File: config.mk
export PLATFORM = sky130hd
export DESIGN_NAME = vr_rr_arbiter
export DESIGN_NICKNAME = d
export VERILOG_FILES = /design/src/rtl/vr_arb_pkg.sv /design/src/rtl/vr_rr_pick.sv /design/src/rtl/vr_rr_arbiter.sv
export SDC_FILE = /design/constraint.sdc
export NUM_CORES = 1
export LEC_CHECK = 0
export CAP_MARGIN = 20
export CORE_ASPECT_RATIO = 0.7
export CORE_UTILIZATION = 36
export CTS_CLUSTER_DIAMETER = 30
export CTS_CLUSTER_SIZE = 12
export DETAILED_ROUTE_END_ITERATION = 12
export GPL_TIMING_DRIVEN = 1
export MAX_ROUTING_LAYER = met4
export PLACE_DENSITY_LB_ADDON = 0.25
export REMOVE_ABC_BUFFERS = 1
export SLEW_MARGIN = 25
export SYNTH_ARGS = -nofsm -noshare
export SYNTH_HDL_FRONTEND = slang
export SYNTH_SLANG_ARGS = --single-unit
File: constraint.sdc
create_clock -name Clk -period 1.65 [get_ports Clk]
set_input_delay 0.33 -clock Clk [delete_from_list [all_inputs] [get_ports Clk]]
set_output_delay 0.33 -clock Clk [all_outputs]
set_load 0.02 [all_outputs]
File: src/rtl/vr_arb_pkg.sv
// Shared definitions for the valid-ready round-robin arbiter and its picker.
package vr_arb_pkg;

   localparam logic [0:0] ST_IDLE   = 1'b0;
   localparam logic [0:0] ST_LOCKED = 1'b1;

   typedef enum logic [0:0] {
      IDLE   = ST_IDLE,
      LOCKED = ST_LOCKED
   } arb_state_e;

   // Source-ID width; a single requester still gets a 1-bit ID.
   function automatic int id_width(input int n);
      return (n <= 2) ? 1 : $clog2(n);
   endfunction

endpackage

File: src/rtl/vr_rr_pick.sv
// Combinational round-robin picker: first set request at or above ptr, wrapping.
module vr_rr_pick
   import vr_arb_pkg::*;
#(
   parameter  int N  = 4,
   localparam int IW = id_width(N)
) (
   input  logic [N-1:0]  req,
   input  logic [IW-1:0] ptr,
   output logic [N-1:0]  grant,
   output logic [IW-1:0] idx,
   output logic          any
);

   localparam int NS = 2**IW;

   // Padded to a power of two so an IW-bit index never leaves the vector.
   logic [NS-1:0] req_ext;

   always_comb begin
      req_ext        = '0;
      req_ext[N-1:0] = req;
   end

   always_comb begin
      int j;
      logic [IW-1:0] cand;
      idx  = '0;
      any  = 1'b0;
      j    = 0;
      cand = '0;
      for (int k = 0; k < N; k++) begin
         j    = (int'(ptr) + k) % N;
         cand = j[IW-1:0];
         if (!any && req_ext[cand]) begin
            any = 1'b1;
            idx = cand;
         end
      end
   end

   always_comb begin
      grant = '0;
      for (int i = 0; i < N; i++) begin
         grant[i] = any && (idx == IW'(i));
      end
   end

endmodule

File: src/rtl/vr_rr_arbiter.sv
// Packet-locked round-robin arbiter feeding one registered valid-ready stage.
//   state  | meaning
//   IDLE   | no packet in flight; picker chooses from pointer upward
//   LOCKED | owner holds the channel until its Last beat is accepted
module vr_rr_arbiter
   import vr_arb_pkg::*;
#(
   parameter  int NUM_REQ = 4,
   parameter  int DW      = 8,
   localparam int IW      = id_width(NUM_REQ)
) (
   input  logic                  Clk,
   input  logic                  Rst,
   input  logic                  Clear,
   input  logic [NUM_REQ*DW-1:0] ReqData,
   input  logic [NUM_REQ-1:0]    ReqVld,
   input  logic [NUM_REQ-1:0]    ReqLast,
   output logic [NUM_REQ-1:0]    ReqRdy,
   output logic [DW-1:0]         DataOut,
   output logic [IW-1:0]         DataOutSrc,
   output logic                  DataOutLast,
   output logic                  DataOutVld,
   input  logic                  DataOutRdy,
   output logic                  Busy
);

   localparam int NS = 2**IW;

   arb_state_e state;
   logic [IW-1:0] ptr, owner, pick_idx, sel, ptr_next;
   logic [NUM_REQ-1:0] pick_grant, owner_hot;
   logic pick_any, stg_rdy, sel_vld, sel_last, accept;
   logic [NS-1:0] vld_ext, last_ext;
   logic [DW-1:0] data_arr [NS];

   for (genvar g = 0; g < NS; g++) begin : g_ext
      if (g < NUM_REQ) begin : g_real
         assign data_arr[g] = ReqData[g*DW +: DW];
         assign vld_ext[g]  = ReqVld[g];
         assign last_ext[g] = ReqLast[g];
      end else begin : g_pad
         assign data_arr[g] = '0;
         assign vld_ext[g]  = 1'b0;
         assign last_ext[g] = 1'b0;
      end
   end

   vr_rr_pick #(.N(NUM_REQ)) u_pick (
      .req   (ReqVld),
      .ptr   (ptr),
      .grant (pick_grant),
      .idx   (pick_idx),
      .any   (pick_any)
   );

   assign stg_rdy  = DataOutRdy | ~DataOutVld;
   assign Busy     = (state == LOCKED);
   assign sel      = Busy ? owner : pick_idx;
   assign sel_vld  = Busy ? vld_ext[owner] : pick_any;
   assign sel_last = last_ext[sel];
   assign accept   = sel_vld & stg_rdy;
   assign ptr_next = (sel == IW'(NUM_REQ - 1)) ? '0 : sel + IW'(1);

   always_comb begin
      owner_hot = '0;
      for (int i = 0; i < NUM_REQ; i++) begin
         owner_hot[i] = (owner == IW'(i));
      end
   end

   assign ReqRdy = (Busy ? owner_hot : pick_grant) & {NUM_REQ{stg_rdy}};

   always_ff @(posedge Clk) begin
      if (Rst || Clear) begin
         state       <= IDLE;
         ptr         <= '0;
         owner       <= '0;
         DataOut     <= '0;
         DataOutSrc  <= '0;
         DataOutLast <= 1'b0;
         DataOutVld  <= 1'b0;
      end else begin
         if (accept) begin
            if (sel_last) begin
               state <= IDLE;
               ptr   <= ptr_next;
            end else if (state == IDLE) begin
               state <= LOCKED;
               owner <= sel;
            end
         end
         if (stg_rdy) begin
            DataOutVld <= accept;
            if (accept) begin
               DataOut     <= data_arr[sel];
               DataOutSrc  <= sel;
               DataOutLast <= sel_last;
            end
         end
      end
   end

endmodule

### Word-level counts from Yosys, hierarchy flattened

Index checks and enable logic that the tools add are counted.

* memories: 0
* RAM bits: 0
* ROM bits: 0
* bits in registers: 17
* logic and storage cells: 76
* latch bits: 0
* output and inout port bits: 17

* add/subtract/negate cells: 4
* order comparisons: 7
* mux-type cells: 28
* multipliers: 0
* bitwise operators: 7
* shift operators: 0
* equal/unequal tests: 7
* div/mod/pow operators: 0
* reduce and logical (&&, ||, !) cells: 16

Operators by type and width (number)
* less-than comparator 2 x 3 -> 1 bit (second input constant): 6
* binary-select mux 8 bit (select 2 bit): 1
* 2-to-1 mux 8 bit: 2
* binary-select mux 1 bit (select 2 bit): 6
* 2-to-1 mux 1 bit: 12
* 2-to-1 mux 2 bit: 6
* equality test 2 bit (second input constant): 5
* logical AND 1 bit: 7
* adder 2 x 1 -> 2 bit (second input constant): 2
* adder 2 bit (second input constant): 2
* bitwise AND 4 bit: 1
* equality test 2 x 1 -> 1 bit (second input constant): 2
* zero test 2 bit: 2
* 2-to-1 mux 4 bit: 1
* AND reduction 2 bit: 2
* greater-or-equal comparator 3 bit (second input constant): 1
* zero test 1 bit: 3
* inverter 1 bit: 3
* inverter 2 -> 3 bit: 1
* AND reduction 3 bit: 1
* bitwise AND 1 bit: 1
* logical OR 1 bit: 1
* OR 1 bit: 1

### Longest topological paths before layout

* word-level depth: 17
* gate-level depth with buffers: 8
* depth with buffers taken out: 6

### By module

A second synthesis with hierarchy kept.

* cell total of the unflattened synthesis: 153
* area total of the unflattened synthesis: 1317.5 um^2

By module, submodules not included
* vr_rr_arbiter: area each 1106.1 um^2, cells an instance 120, sequential area each 340.3 um^2, times used 1
* vr_rr_pick: area each 211.5 um^2, cells an instance 33, sequential area each 0.0 um^2, times used 1

### Worst setup path before layout

No wires, ideal clock.

* path kind: reg-to-output
* start point: register state, in the netlist Busy
* end point: output port ReqRdy[3]
* required time: 1320 ps
* arrival: 1703 ps
* path buffers: 3
* path slack: -383 ps
* stages on the path, launching flop included: 7
* path through: dfxtp_1 > buf_2 > nor2_1 > a32oi_1 > buf_2 > buf_4 > nor3_1

* word-level cells in the longest chain between the ends: 2

RTL lines
* start: declaration: RTL line vr_rr_arbiter.sv:29 `arb_state_e state;`
* start signal: assignment: RTL line vr_rr_arbiter.sv:75 `state <= IDLE;`
* start signal: assignment: RTL line vr_rr_arbiter.sv:85 `state <= IDLE;`
* start signal: assignment: RTL line vr_rr_arbiter.sv:88 `state <= LOCKED;`
* 2-to-1 mux 4 bit: RTL line vr_rr_arbiter.sv:71 `assign ReqRdy = (Busy ? owner_hot : pick_grant) & {NUM_REQ{stg_rdy}};`
* bitwise AND 4 bit: RTL line vr_rr_arbiter.sv:71
* end: declaration: RTL line vr_rr_arbiter.sv:18 `output logic [NUM_REQ-1:0] ReqRdy,`

Every way passes these cells.

### Worst setup path after layout

* start point: input port ReqVld[0]
* end point: register owner[1]

* word-level cells in the longest chain between the ends: 17

RTL lines
* start: declaration: RTL line vr_rr_arbiter.sv:16 `input logic [NUM_REQ-1:0] ReqVld,`
* binary-select mux 1 bit (select 2 bit): RTL line vr_rr_pick.sv:35 `if (!any && req_ext[cand]) begin`
* 2-to-1 mux 1 bit (implied by the code): RTL line vr_rr_pick.sv:35
* 2-to-1 mux 1 bit: RTL line vr_rr_pick.sv:35
* zero test 1 bit: RTL line vr_rr_pick.sv:35
* logical AND 1 bit: RTL line vr_rr_pick.sv:35
* 2-to-1 mux 1 bit: RTL line vr_rr_pick.sv:35
* zero test 1 bit: RTL line vr_rr_pick.sv:35
* logical AND 1 bit: RTL line vr_rr_pick.sv:35
* 2-to-1 mux 1 bit: RTL line vr_rr_pick.sv:35
* zero test 1 bit: RTL line vr_rr_pick.sv:35
* logical AND 1 bit: RTL line vr_rr_pick.sv:35
* 2-to-1 mux 2 bit: RTL line vr_rr_pick.sv:35
* 2-to-1 mux 2 bit: RTL line vr_rr_arbiter.sv:58 `assign sel = Busy ? owner : pick_idx;`
* binary-select mux 1 bit (select 2 bit): RTL line vr_rr_arbiter.sv:60 `assign sel_last = last_ext[sel];`
* 2-to-1 mux 1 bit (implied by the code): RTL line vr_rr_arbiter.sv:60
* inverter 1 bit (no source line)
* AND reduction 3 bit (no source line)
* end signal: assignment: RTL line vr_rr_arbiter.sv:89 `owner <= sel;`
* end: declaration: RTL line vr_rr_arbiter.sv:30 `logic [IW-1:0] ptr, owner, pick_idx, sel, ptr_next;`

Parallel ways exist; a longest one is shown, timed or not. The select of a mux whose other input is x is not followed.
A chain may end at the register's enable or synchronous reset.

==> summary.md <==
| Metric | Value |
|---|---|
| Worst-path clk slew | approximately 0.070 ns |
| Met2 Use GR | 0.370 |
| Fmax achieved | slightly below 500 MHz |
| Dpl cell area | 2030 µm² |
| Vias in the first global route | approximately 1.4k |
| CTS Hold Bufs | 0 |
| Final setup fails | 18 |
| Crit path max fanout | 5 |
| WP data required | between 1.5 and 2 ns |
| Total die area | around 3600 µm² |
| Final core occ | 0.727 |
| Vias per std cell | 5.38 |
| Initial antenna violation count | 0 |
| Gr ovfl total | 0 |
| Antenna Cells | 0 |
| Post-synthesis cell count | about 140 |
| Max transition margin | 0.622 |
| Initial Utilization | 0.381 |
| Synthesized area | between 1000 and 1500 µm² |
| Final Hold Fails | 0 |
| Sequential share of the synthesized area | 0.282 |
| # placed instances | ~250 |
| Switch share | 0.341 |
| Crit Path Class | in2reg |
| Fin crit share | 1.22 |
| Cts bufs inserted | 3 |
| Via count | about 1.4k |
| Grt met1 use | 0.316 |
| Post-synth top cells | 18 x mux2i_1, 17 x dfxtp_1, 13 x nor2_1 |
| Flops & latches, synth | 17 |
| Clk pwr share | 0.180 |
| WL per Instance | roughly 15 µm |
| Grt peak-use layer | met2 |
| Fin cells | between 200 and 300 |
| Worst setup SP type | input pin |
| Core Region | between 3000 and 4000 µm² |
| Filler cell count | between 200 and 250 |
| CTS sink cnt | 17 |
| Largest net degree at the start of global routing | 19 |
| Layout cell share with drive strength beyond 1 | 0.430 |
| Combinational share of power | 0.540 |
| DRT Pass-1 Iters | 8 |
| Ys flop type | dfxtp_1 |
| DRC Markers | 2 |
| GPL Wtd Cong | between 0.8 and 0.9 |
| Fin nets | roughly 270 |
| Least-Margin Pin Slew | approximately 0.57 ns |
| Register Area | around 350 µm² |
| Setup Skew | around 0.0032 ns |
| Run status | finished with violations |
| Root buf cell | clkbuf_8 |
| Int Power | between 1000 and 1500 µW |
| Area of the multi-input gates | just under 1000 µm² |
| Worst setup EP type | flip-flop |
| CTS tree | done |
| Hold Path Class | reg2reg |
| Port bufs | 60 |
| Final wirelength | roughly 4000 µm |
| Area contributors post-synth | dfxtp_1 28%, mux2i_1 15%, o221ai_2 9.9% |
| Clk buf depth | 2 |
| Pleak | roughly 0.0009 µW |
| Setup TNS | -5.48 ns |
| Chip Width | 71.3 µm |
| Final instance area | around 2300 µm² |
| Flop pwr share | 0.280 |
| Synth warn | 0 |
| Clk_lat worst skew | 0.25 ns |
| Avg Synthesized Cell Area | 8.89 µm² |
| Die Ht | a little over 50 µm |
| Met3 usage | 0.0462 |
| Slew Limit Fails | 0 |
| Top Ports | slightly above 60 |
| Antenna viol nets, final | 0 |
| P_sw | around 590 µW |
| Arrival @ worst endpoint | between 2 and 2.5 ns |
| First-pass GRT wire length | roughly 6300 µm |
| GRT Total Usage | 0.234 |
| Max_cap viols | 0 |
| Failing checks | DRC, setup timing |
| Min setup slack post-route | -0.370 ns |
| RSZ-0062 raised after global routing | true |
| DR iter-0 viols | 53 |
| Post-DP HPWL | between 3000 and 4000 µm |
| EDFF count, synth | 0 |
| H-tree Lvls | 1 |
| Top cell type's share of synthesized area | 0.282 |
| FFs w/ async S/R, synth | 0 |
| Clock period minus worst slack | about 2 ns |
| VDD IR max | between 400 and 500 µV |
| Yosys cell types | between 40 and 50 |
| Core Rows | 17 |
| Most common cell in the synthesized netlist | mux2i_1 |
| Yosys top cell by area | dfxtp_1 |
| Cell area power density | between 700 and 800 nW/µm² |
| P&R area growth vs syn | 90.7% |
[cell type report]
class                      count  share of cell area
inverter                       4             0.00651
multi-input combinational    105               0.422
clock buffer                   3              0.0179
timing repair buffer          93               0.379
sequential                    17               0.151
clock inverter                 1             0.00217
tap                           38              0.0206
[logic make-up (layout without fill, tap and decap cells)]
family | after synthesis | in the layout | share of synthesized area
buffers and inverters | 14 | 101 | 0.0683
muxes | 19 | 19 | 0.168
and+or+nand+nor | 50 | 50 | 0.209
DFF | 17 | 17 | 0.282
xor gates and xnor gates | 1 | 1 | 0.00725
AOI/OAI and AO/OA | 35 | 35 | 0.266
[sequential cells by signal (all words and copies together), names as in the netlist]
signal       flops
DataOutLast      1
owner            2
DataOutVld       1
DataOut          8
Busy             1
DataOutSrc       2
ptr              2
[power by group through the flow]
stage / registers, µW / clock network [µW] / logic, µW
after global placement: 482 / 0 / 752
after detailed placement: 484 / 0 / 767
after floorplan: 523 / 0 / 341
final: 480 / 309 / 928
after global routing: 484 / 334 / 979
after CTS: 478 / 316 / 881
[critical path, cell delays in order]
cell and delay (ns):
clkdlybuf4s15_2 0.23, nor2b_2 0.19, o21ba_4 0.22, o31a_4 0.36
buf_6 0.14, o211ai_1 0.33, buf_4 0.19, a21boi_4 0.06
mux2i_1 0.11
[path summary, 6_finish.rpt]
check / startpoint / endpoint / slack, ns / depth (start not counted)
worst max-delay path: ReqVld[0] / owner[1] / -0.37 / 9
worst max register to register: ptr[0] / owner[1] / -0.34 / 8
worst min-delay path: DataOutLast / DataOutLast / 0.48 / 2
worst min register to register: DataOutLast / DataOutLast / 0.48 / 2
[placed cells by master, fill, tap and decap left out, drive strengths merged, types with 2 or more instances in the layout]
cell / Yosys / final
clkbuf: 2 / 4
inv: 4 / 4
buf: 8 / 38
o221ai: 8 / 8
nand3: 11 / 11
clkdlybuf4s50: 0 / 51
a21oi: 4 / 4
clkdlybuf4s15: 0 / 2
a21boi: 2 / 2
or2: 3 / 3
nor2b: 6 / 6
o311ai: 2 / 2
dfxtp: 17 / 17
a211oi: 4 / 4
nor2: 13 / 13
nand2: 9 / 9
mux2i: 18 / 18
o21ai: 3 / 3
a32oi: 2 / 2
o211ai: 2 / 2
[timing repair]
item,4_1_cts,5_1_grt
pin swaps,15,6
buffers inserted,4,0
setup endpoints to repair,21,20
gates resized for setup,76,15
[per-layer routing]
layer / share of wire / vias up
met5: 0 / -
met4: 0.0025 / 0
met3: 0.040 / 3
met2: 0.48 / 35
met1: 0.47 / 676
li1: - / 691
[through the flow]
step                setup slack [ns]  hold WS (ns)  power [µW]
detailed placement             -1.19         0.474        1250
CTS                           -0.321         0.484        1670
finish                        -0.370         0.484        1720
floorplan                      -1.43         0.455         865
global placement               -1.15         0.458        1230
global route                  -0.448         0.507        1800
Note: power is estimated with default switching activity, not from simulation.
